**src/rtl/mash11_decimator.sv**
```systemverilog
`timescale 1ns/1ps
// mash11_decimator
// Reconstructs the unsigned WIDTH-bit sample from a MASH 1-1 symbol stream
// using a 2nd-order CIC (sinc^2) decimator by R = 2^LOG2_R, then scales and
// saturates the comb output into the unsigned output range.
//
// Ports:
//   aclk, arst_n                 clock, synchronous active-low reset
//   s_axis_data_t{data,valid}    signed modulator symbol stream (DAC_BW bits)
//   s_axis_data_tready           1 whenever out of reset; input is never stalled
//   m_axis_data_t{data,valid}    reconstructed sample stream (WIDTH bits)
//   m_axis_data_tready           downstream accept
//   overrun                      sticky: an unaccepted sample was overwritten
//   sat                          current m_axis_data_tdata was clamped
module mash11_decimator #(
  parameter int WIDTH  = 16,
  parameter int DAC_BW = 4,
  parameter int LOG2_R = 4
) (
  input  logic              aclk,
  input  logic              arst_n,
  input  logic [DAC_BW-1:0] s_axis_data_tdata,
  input  logic              s_axis_data_tvalid,
  output logic              s_axis_data_tready,
  output logic [WIDTH-1:0]  m_axis_data_tdata,
  output logic              m_axis_data_tvalid,
  input  logic              m_axis_data_tready,
  output logic              overrun,
  output logic              sat
);

  localparam int ACC_W = DAC_BW + 2 * LOG2_R;
  localparam int SHIFT = WIDTH - 2 * LOG2_R;
  localparam int Y_W   = ACC_W + SHIFT;

  localparam logic [LOG2_R-1:0]     CNT_LAST  = {LOG2_R{1'b1}};
  localparam logic [LOG2_R-1:0]     CNT_ONE   = {{(LOG2_R-1){1'b0}}, 1'b1};
  localparam logic [1:0]            WARM_DONE = 2'd2;
  localparam logic signed [Y_W-1:0] Y_MAX     = Y_W'({WIDTH{1'b1}});

  logic                     beat_s;
  logic signed [ACC_W-1:0]  x_s;
  logic signed [ACC_W-1:0]  i1_r, i2_r;
  logic [LOG2_R-1:0]        cnt_r;
  logic                     strobe_r;
  logic signed [ACC_W-1:0]  s_r, s_d_r, c1_d_r, c2_r;
  logic signed [ACC_W-1:0]  c1_s, c2_s;
  logic                     comb_vld_r;
  logic [1:0]               warm_r;
  logic                     emit_s;
  logic signed [Y_W-1:0]    c2_ext_s, y_s;
  logic [WIDTH-1:0]         y_clamp_s;
  logic                     y_sat_s;
  logic [WIDTH-1:0]         tdata_r;
  logic                     tvalid_r, overrun_r, sat_r;

  // The input is never back-pressured, so ready simply follows reset.
  assign beat_s = s_axis_data_tvalid && arst_n;
  assign x_s    = ACC_W'(signed'(s_axis_data_tdata));

  // Integrators and decimation phase counter; everything wraps modulo 2^ACC_W.
  always_ff @(posedge aclk) begin
    if (!arst_n) begin
      i1_r     <= {ACC_W{1'b0}};
      i2_r     <= {ACC_W{1'b0}};
      cnt_r    <= {LOG2_R{1'b0}};
      strobe_r <= 1'b0;
      s_r      <= {ACC_W{1'b0}};
    end else begin
      strobe_r <= beat_s && (cnt_r == CNT_LAST);
      if (beat_s) begin
        i1_r  <= i1_r + x_s;
        i2_r  <= i2_r + i1_r;
        cnt_r <= cnt_r + CNT_ONE;
        // Capture the post-update I2 value (old I2 + old I1) on the R-th beat.
        if (cnt_r == CNT_LAST) begin
          s_r <= i2_r + i1_r;
        end else begin
          s_r <= s_r;
        end
      end else begin
        i1_r  <= i1_r;
        i2_r  <= i2_r;
        cnt_r <= cnt_r;
        s_r   <= s_r;
      end
    end
  end

  // Two cascaded differentiators at the decimated rate.
  always_comb begin
    c1_s = s_r - s_d_r;
    c2_s = c1_s - c1_d_r;
  end

  // Comb delay registers and comb result, advanced once per decimation strobe.
  always_ff @(posedge aclk) begin
    if (!arst_n) begin
      s_d_r      <= {ACC_W{1'b0}};
      c1_d_r     <= {ACC_W{1'b0}};
      c2_r       <= {ACC_W{1'b0}};
      comb_vld_r <= 1'b0;
    end else if (strobe_r) begin
      s_d_r      <= s_r;
      c1_d_r     <= c1_s;
      c2_r       <= c2_s;
      comb_vld_r <= 1'b1;
    end else begin
      comb_vld_r <= 1'b0;
    end
  end

  // Warm-up counter: the first two comb results still contain start-up transients.
  always_ff @(posedge aclk) begin
    if (!arst_n) begin
      warm_r <= 2'd0;
    end else if (comb_vld_r && (warm_r != WARM_DONE)) begin
      warm_r <= warm_r + 2'd1;
    end else begin
      warm_r <= warm_r;
    end
  end

  assign emit_s = comb_vld_r && (warm_r == WARM_DONE);

  // Scale the comb output to WIDTH bits and clamp into the unsigned range.
  always_comb begin
    c2_ext_s  = Y_W'(c2_r);
    y_s       = c2_ext_s <<< SHIFT;
    y_clamp_s = y_s[WIDTH-1:0];
    y_sat_s   = 1'b0;
    if (y_s[Y_W-1]) begin
      y_clamp_s = {WIDTH{1'b0}};
      y_sat_s   = 1'b1;
    end else if (y_s > Y_MAX) begin
      y_clamp_s = {WIDTH{1'b1}};
      y_sat_s   = 1'b1;
    end else begin
      y_clamp_s = y_s[WIDTH-1:0];
      y_sat_s   = 1'b0;
    end
  end

  // Output register with handshake; a load over an unaccepted sample flags overrun.
  always_ff @(posedge aclk) begin
    if (!arst_n) begin
      tdata_r   <= {WIDTH{1'b0}};
      sat_r     <= 1'b0;
      tvalid_r  <= 1'b0;
      overrun_r <= 1'b0;
    end else if (emit_s) begin
      tdata_r   <= y_clamp_s;
      sat_r     <= y_sat_s;
      tvalid_r  <= 1'b1;
      overrun_r <= overrun_r || (tvalid_r && !m_axis_data_tready);
    end else if (tvalid_r && m_axis_data_tready) begin
      tvalid_r  <= 1'b0;
    end else begin
      tvalid_r  <= tvalid_r;
    end
  end

  // Outputs read as zero for the whole cycle in which reset is asserted.
  assign s_axis_data_tready = arst_n;
  assign m_axis_data_tdata  = arst_n ? tdata_r : {WIDTH{1'b0}};
  assign m_axis_data_tvalid = tvalid_r && arst_n;
  assign overrun            = overrun_r && arst_n;
  assign sat                = sat_r && arst_n;

endmodule

```
**config.mk**
```make
export PLATFORM = sky130hd
export DESIGN_NAME = mash11_decimator
export DESIGN_NICKNAME = d
export VERILOG_FILES = /design/src/rtl/mash11_decimator.sv
export SDC_FILE = /design/constraint.sdc
export NUM_CORES = 1
export LEC_CHECK = 0
export ABC_AREA = 1
export CAP_MARGIN = 20
export CORE_MARGIN = 5
export CORE_UTILIZATION = 61
export CTS_CLUSTER_SIZE = 14
export DETAILED_ROUTE_END_ITERATION = 6
export PLACE_DENSITY_LB_ADDON = 0.12
export SETUP_SLACK_MARGIN = 0.15
export SYNTH_ARGS = -nofsm -noshare
export SYNTH_HDL_FRONTEND = slang
export SYNTH_SLANG_ARGS = --single-unit
```
**constraint.sdc**
```tcl
create_clock -name aclk -period 3.7 [get_ports aclk]
set_input_delay 0.37 -clock aclk [delete_from_list [all_inputs] [get_ports aclk]]
set_output_delay 0.37 -clock aclk [all_outputs]
set_load 0.01 [all_outputs]
```
==> results.json, run 1 <==
{
  "fillCellCount": 833,
  "post-route-period-util_pct": 79.4,
  "power_density_nw_per_um2": 329,
  "internal-power_mw": 1.41,
  "postSynthRegisterBits": 92,
  "antenna_left": 0,
  "rows": 35,
  "drt_wl_total_mm": 11.5,
  "clock_sinks": 92,
  "synth-main-ff-cell": "dfxtp_1",
  "dieArea_um2": 11200,
  "path_max_fanout": 4,
  "irDropWorstVdd_mv": 0.235,
  "power_leakage_nw": 3.11,
  "antenna_cells": 0,
  "post_cts_buffers": 0,
  "clock_path_buffers": 2,
  "drive_gt1_share_pct": 5.24,
  "grt_pass1_wl_mm": 20.1,
  "core_area_um2": 9110,
  "final_hold_viol_count": 0,
  "cts_tree": "yes",
  "drv_slew": 0,
  "yosysSeqAreaShare_pct": 32.8,
  "ios": 28,
  "drc": 0,
  "clockPowerShare_pct": 31.1,
  "p_comb_share_pct": 16.3,
  "crit_type": "flip-flop to flip-flop",
  "cp-end-kind": "flip-flop",
  "cts-buffers-inserted": 9,
  "final_cell_mix": "nand2_1 (131), inv_1 (124), dfxtp_1 (92)",
  "async_flop_share_pct": 0,
  "ys_types": 46,
  "synth_warnings": 0,
  "switching_share_pct": 29.4,
  "min_period_ps": 2940,
  "dieWidth_um": 106,
  "worst-endpoint-arrival_ps": 3250,
  "avgViaCountPerCell": 5.36,
  "area_growth_pct": 8.01,
  "grt_use_total_pct": 21.7,
  "clk_latency_ps": 370,
  "cts_hold_buf": 0,
  "antenna_found_initial": 0,
  "gp_congestion": 0.896,
  "nNetsFinal": 858,
  "hold_path_class": "primary input to flip-flop",
  "h-tree-depth": 3,
  "crit_slowest_cell": "fa_1",
  "maxCapViolations": 0,
  "timing.fmax_mhz": 341,
  "setup_violations": 0,
  "numPortBuffers": 27,
  "grt_max_degree": 39,
  "clockRootBuffer": "clkbuf_8",
  "place_ws_ps": 823,
  "syn_area_um2": 5620,
  "layout_setup_ws_ps": 764,
  "dr.pass1.iters": 4,
  "post_cts_resize_count": 0,
  "hpwl_mm": 8.61,
  "synthesis.nets": 847,
  "syn_area_per_cell_um2": 7.14,
  "layout.cells.most_common": "nand2_1",
  "synthCells": 787,
  "finalPower_mw": 2.00,
  "outcome": "finished, final reports clean",
  "p_sw_uw": 588,
  "clock_skew_ps": 13.1,
  "worstMarginPinSlew_ps": 699,
  "seqPwrFrac_pct": 52.6,
  "finalSetupTns_ps": 0,
  "die_h_um": 106,
  "start_util_pct": 61.7,
  "rsz0062_at_grt": "false",
  "path_cells": "inv_1, ha_1, fa_1, inv_1, a21oi_1, o21bai_1, xor2_1, inv_1, ha_1, a21oi_1, nor2_1, nor3_1, nand3_1, inv_1, nand3_1, nand3_1, nand2_1, inv_1",
  "start_kind": "flip-flop",
  "grt.overflow.total": 0,
  "post_drt_wl_per_cell_um": 12.6,
  "drtIter0Drc": 156,
  "route.vias.total": 4894,
  "grt_pass1_vias": 4676,
  "slew_headroom_pct": 52.9,
  "clkTransAtPathRegs_ps": 100,
  "max_stage_delay_ps": 440,
  "critPathMostFrequentCell": "inv_1",
  "synth-edff-count": 0,
  "crit_required_ps": 4010
}
==> area by class of cell <==
class,instances,area [µm²],area share [%]
clock inverters,5,37.5,0.618
well taps,111,139,2.29
clock buffers,10,138,2.27
repair buffers,32,303,4.99
multi-input cells,533,3130,51.5
flip-flops and latches,92,1840,30.3
inverters,130,488,8.04
==> power groups by stage <==
| stage | Combinational [mW] | Sequential, mW | Clock (mW) |
|---|---|---|---|
| 2_1_floorplan | 0.259 | 1.06 | 0 |
| 3_3_place_gp | 0.316 | 1.07 | 0 |
| 3_5_place_dp | 0.325 | 1.07 | 0 |
| 4_1_cts | 0.327 | 1.05 | 0.637 |
| 5_1_grt | 0.376 | 1.05 | 0.687 |
| 6_report | 0.326 | 1.05 | 0.622 |
==> layer usage <==
metal / global-route usage [%] / vias up / wire, µm
met4: 6.94 / 0 / 221
li1: - / 2569 / -
met5: 0 / - / 0
met3: 4.13 / 17 / 337
met1: 23.2 / 2250 / 5130
met2: 42.3 / 58 / 5780
==> sequential cells by signal, indices dropped and copies added (netlist names) <==
name,count
i2_r,12
s_r,12
strobe_r,1
i1_r,12
cnt_r,4
c2_r,12
overrun_r,1
tdata_r,9
c1_d_r,12
tvalid_r,1
warm_r,2
s_d_r,12
comb_vld_r,1
sat_r,1
==> cells by family after synthesis <==
group	after synthesis	synth area share, %
flops	92	32.8
compound gates	170	16.7
fa+ha+maj	52	12.1
xor+xnor	32	5.12
buf+inv	162	11.6
simple gates	279	21.7
==> synthesized netlist by cell type (4+ instances only) <==
master,count,area [µm²]
nand3b_1,4,30.0
ha_1,48,601
buf_4,9,67.6
nor2_1,74,278
o22ai_1,8,50.1
a21oi_1,63,315
clkinv_1,4,15.0
nand2_1,131,492
xnor2_1,13,114
o21ai_1,16,80.1
nand4_1,6,37.5
clkbuf_1,16,60.1
dfxtp_1,92,1840
nor3_1,8,40.0
nand3_1,41,205
buf_2,4,20.0
fa_1,4,80.1
xor2_1,18,158
o21ai_0,59,295
a21o_1,4,30.0
inv_1,124,465
==> stage by stage <==
step / hold WS, ps / area [µm²] / util [%] / instances
3_3_place_gp: 431 / 5900 / 64.7 / 898
6_report: 434 / 6070 / 66.7 / 913
5_1_grt: 446 / 6070 / 66.7 / 913
2_1_floorplan: 419 / 5620 / - / 787
4_1_cts: 430 / 6070 / 66.7 / 913
3_5_place_dp: 451 / 5900 / 64.7 / 898
==> final timing paths <==
path / from / to / slack [ps] / cells after the start
worst max-delay path: s_r[0] / c2_r[11] / 760 / 18
worst max register to register: s_r[0] / c2_r[11] / 760 / 18
worst min register to register: s_d_r[9] / s_d_r[9] / 460 / 2
worst min-delay path: arst_n / comb_vld_r / 430 / 3
==> worst max-delay path, delay by kind of cell (launching register included) <==
| kind | cells | cell delay (ps) |
|---|---|---|
| AND/OR/NAND/NOR | 6 | 520 |
| XOR/XNOR | 1 | 210 |
| buffers and inverters | 5 | 310 |
| adder cells (fa/ha/maj) | 3 | 1010 |
| flip-flops | 1 | 320 |
| AO/OA/AOI/OAI | 3 | 500 |
(Power assumes the default switching activity.)
==> inputs of run 2 (changes only) <==
clock period = 2.92 ns   (was 3.7 ns; I/O delays follow)
==> results.json, run 2 (same netlist as run 1, synthesis figures left out) <==
{
  "rsz0062_at_grt": "true",
  "timing.fmax_mhz": 362,
  "grt_max_degree": 41,
  "place_ws_ps": 23.0,
  "min_period_ps": 2760,
  "grt_use_total_pct": 21.8,
  "hpwl_mm": 8.68,
  "seqCellArea_um2": 1850,
  "path_cells": "inv_2, ha_4, fa_2, inv_2, a21oi_2, o21bai_1, xor2_1, inv_1, ha_4, inv_2, nor3_2, nand3_1, nand4_1, xor2_1, o21ai_1, inv_1",
  "internal-power_mw": 1.86,
  "layout_setup_ws_ps": 156,
  "nNetsFinal": 876,
  "avgViaCountPerCell": 5.45,
  "crit_slowest_cell": "fa_2",
  "dp_cells": 901,
  "fin_area_um2": 6460,
  "final_cells": 932,
  "layout.cells.most_common": "nand2_1",
  "final_core_util_pct": 70.9,
  "clockPowerShare_pct": 33.2,
  "maxCapViolations": 0,
  "place_area_um2": 5920,
  "crit_required_ps": 3180,
  "clock_skew_ps": 11.7,
  "start_util_pct": 61.7,
  "drc": 0,
  "drive_gt1_share_pct": 11.9,
  "area_growth_pct": 14.9,
  "grt_pass1_wl_mm": 20.4,
  "core_area_um2": 9110,
  "antenna_cells": 0,
  "critPathMostFrequentCell": "inv_2",
  "rows": 35,
  "p_comb_share_pct": 15.9,
  "cts-buffers-inserted": 9,
  "clk_latency_ps": 360,
  "worstMarginPinSlew_ps": 650,
  "gp_congestion": 0.886,
  "post_drt_wl_per_cell_um": 13.5,
  "numPortBuffers": 27,
  "final_hold_viol_count": 0,
  "start_kind": "flip-flop",
  "dieArea_um2": 11200,
  "drtIter0Drc": 201,
  "dieWidth_um": 106,
  "clkTransAtPathRegs_ps": 90,
  "max_stage_delay_ps": 390,
  "dr.pass1.iters": 5,
  "whs_ps": 368,
  "outcome": "finished, final reports clean",
  "grt_pass1_vias": 4763,
  "slew_headroom_pct": 56.4,
  "seqPwrFrac_pct": 50.9,
  "cp-end-kind": "flip-flop",
  "switching_share_pct": 29.0,
  "clockRootBuffer": "clkbuf_8",
  "cts_tree": "yes",
  "post-route-period-util_pct": 94.7,
  "clock_path_buffers": 2,
  "h-tree-depth": 3,
  "final_cell_mix": "nand2_1 (128), inv_1 (121), dfxtp_1 (88)",
  "p_sw_uw": 759,
  "drv_slew": 0,
  "setup_violations": 0,
  "path_max_fanout": 4,
  "clock_sinks": 92,
  "cts_hold_buf": 0,
  "irDropWorstVdd_mv": 0.259,
  "die_h_um": 106,
  "fillCellCount": 764,
  "multi_input_area_um2": 3350,
  "antenna_left": 0,
  "finalPower_mw": 2.62,
  "power_leakage_nw": 3.26,
  "finalSetupTns_ps": 0,
  "worst-endpoint-arrival_ps": 3030,
  "crit_type": "flip-flop to flip-flop",
  "power_density_nw_per_um2": 405,
  "route.vias.total": 5084,
  "drt_wl_total_mm": 12.6,
  "grt.overflow.total": 0,
  "hold_path_class": "primary input to flip-flop",
  "antenna_found_initial": 0,
  "ios": 28
}
-- run 2: changes by cell type in the layout (fill, tap and decap cells not counted), moves of 5 or more --
cell / before / now
ha_1: 48 / 40
ha_4: 0 / 8
buf_4: 5 / 22
a21oi_1: 63 / 58
-- run 2: area by class of cell --
cell class	count	area share [%]
Inverter	130	7.55
Sequential cell	92	28.6
Clock inverter	7	1.14
Multi-Input combinational cell	533	51.8
Clock buffer	9	1.92
Timing Repair Buffer	50	6.84
Tap cell	111	2.15
-- run 2: repair_timing --
| action | 4_1_cts | 5_1_grt |
|---|---|---|
| buffers inserted | 5 | 10 |
| pin swaps | 1 | 21 |
| gates resized for setup | 6 | 47 |
| gates cloned | 0 | 0 |
| endpoints found under the setup margin | 4 | 7 |
-- run 2: path summary, 6_finish.rpt --
path / startpoint / end / slack (ps) / cells after the start
max: s_r[0] / c2_r[10] / 160 / 16
min: arst_n / c1_d_r[0] / 370 / 3
max reg2reg: s_r[0] / c2_r[10] / 160 / 16
min reg2reg: overrun_r / overrun_r / 460 / 2
-- run 2: layer usage --
metal	vias to the layer above	part of all wire, %	GRT usage, %
met3	33	2.5	3.10
met5	-	0	0
met1	2350	43	24.0
li1	2599	-	-
met2	102	52	41.1
met4	0	2.9	9.99
-- run 2: critical path: cells and delay by family (launching register included) --
kind | cells | cell delay [ps]
adders and majority gates | 3 | 870
buffers and inverters | 5 | 370
AOI/OAI and AO/OA | 3 | 370
and+or+nand+nor | 3 | 370
DFF | 1 | 340
xor gates and xnor gates | 2 | 330
-- run 2: power by group through the flow --
stage / logic (mW) / registers [mW] / clock network, mW
after global routing: 0.476 / 1.34 / 0.946
after detailed placement: 0.416 / 1.36 / 0
final: 0.417 / 1.33 / 0.869
after CTS: 0.417 / 1.33 / 0.888
after global placement: 0.402 / 1.36 / 0
after floorplan: 0.329 / 1.35 / 0
==> variant, RTL diff (flow settings as in run 1) <==
Change the parameter `LOG2_R` from 4 to 2.
--- a/src/rtl/mash11_decimator.sv
+++ b/src/rtl/mash11_decimator.sv
@@ -15,7 +15,7 @@
 module mash11_decimator #(
   parameter int WIDTH  = 16,
   parameter int DAC_BW = 4,
-  parameter int LOG2_R = 4
+  parameter int LOG2_R = 2
 ) (
   input  logic              aclk,
   input  logic              arst_n,
Function: no difference found for any inputs over 10 cycles, from zero or initial values and one cycle with arst_n low; that may be too few to reach the edited logic, so the function may still have changed.
==> variant against run 1 <==
  * Setup slack better by 0.24 ns
  * Combinational power is 11% lower
  * Sequential power is 32% lower
  * Design area is 34% lower
  * Sequential cell count is 30 lower
  * Power is 22% lower
  * Synthesized area is 36% lower
  * Critical path depth is 1 lower
  * Die area is 33% lower
  * Clock skew is 0.010 ns lower
  * Core utilization is 2.3 points higher
  * Synthesized cell count is 39% lower
  * Wire length is 40% lower
==> variant: results (changes against run 1) <==
- Min-Delay Endpoint: s_d_r[2]
- Clk_lat worst skew: 0.33 ns (-0.04 ns)
- Vias in the first global route: 2,855 (-39%)
- Final nets: 538 (-37%)
- FF-to-FF End: c2_r[7]
- Seq/Total Area, Yosys: 0.345 (+0.0174)
- Beginning of the worst hold path: s_d_r[2]
- Fillers: 502 (-40%)
- RePlAce Congestion: 0.863 (-3.7%)
- Post-synth top area share: 0.345 (+0.0174)
- Worst r2r path cells: 17 (-1)
- Hold WC Path Type: flop to flop
- Share of layout cells above drive strength 1: 0.0783 (+0.0259)
- Leakage power: 0.00203 uW (-35%)
- Largest net degree at the start of global routing: 46 (+18%)
- CP peak stage delay: 0.42 ns (-0.02 ns)
- GRT Util Overall: 0.203 (-0.0137)
- Most area-consuming cells after synthesis: dfxtp_1 35%, ha_1 11%, nand2_1 8.3%
- Status: completed
- First-pass GRT wire length: 12.3 mm (-39%)
- DP HPWL: 5.09 mm (-41%)
- DRT Wirelength: 6.90 mm (-40%)
- Crit path DAT: 2.94 ns (-0.31 ns)
- Syn Nets: 522 (-38%)
- Clk slew on worst S/H paths: 0.06 ns (-0.04 ns)
==> variant: worst max path at each step <==
stage	from	to	slack [ns]
finish	s_r[0]	c2_r[7]	1.00
CTS	s_r[0]	c2_r[7]	1.01
global placement	s_r[0]	c2_r[7]	1.18
floorplan	s_r[0]	c2_r[7]	1.29
global route	s_r[0]	c2_r[7]	0.71
detailed placement	s_r[0]	c2_r[7]	1.03
==> variant: metal layers <==
layer,vias up,track usage,wire (um)
li1,1567,-,-
met2,53,0.344,3310
met4,0,0.108,145
met3,14,0.0333,262
met1,1389,0.245,3180
met5,-,0,0
==> variant: cells by family (layout without fill, tap and decap cells) <==
family                   count (synthesis)  in the layout  synth area share
adder cells (fa/ha/maj)                 36             36             0.134
buffers and inverters                  105            125             0.127
AO/OA/AOI/OAI                           99             99             0.154
flip-flops                              62             62             0.345
AND/OR/NAND/NOR                        159            159             0.197
XOR/XNOR                                17             17            0.0435
==> variant: worst max-delay path, delay by kind of cell (launching register included) <==
family / cells / cell delay (ns)
adders and majority gates: 3 / 0.96
AOI/OAI and AO/OA: 4 / 0.65
and+or+nand+nor: 8 / 0.60
DFF: 1 / 0.30
buffers and inverters: 2 / 0.09
==> variant: cell type report <==
class	instances	area (sq um)	area share
sequential	62	1240	0.310
clock buffer	15	186	0.0465
inverter	81	304	0.0758
tap	75	93.8	0.0234
timing repair buffer	29	285	0.0711
multi-input combinational	311	1900	0.474
==> variant: where the power goes <==
part / internal (uW) / total [uW] / switching (uW)
logic: 114 / 289 / 175
clock network: 314 / 554 / 240
registers: 692 / 709 / 16.6
==> variant: through the flow <==
step / hold slack (ns) / area (sq um) / worst slack, ns / total power (uW) / utilization
floorplan: 0.419 / 3600 / 1.29 / 949 / -
global placement: 0.434 / 3820 / 1.18 / 997 / 0.657
detailed placement: 0.454 / 3820 / 1.03 / 1010 / 0.657
CTS: 0.463 / 4010 / 1.01 / 1570 / 0.690
global route: 0.480 / 4010 / 0.714 / 1650 / 0.690
finish: 0.462 / 4010 / 1.00 / 1550 / 0.690
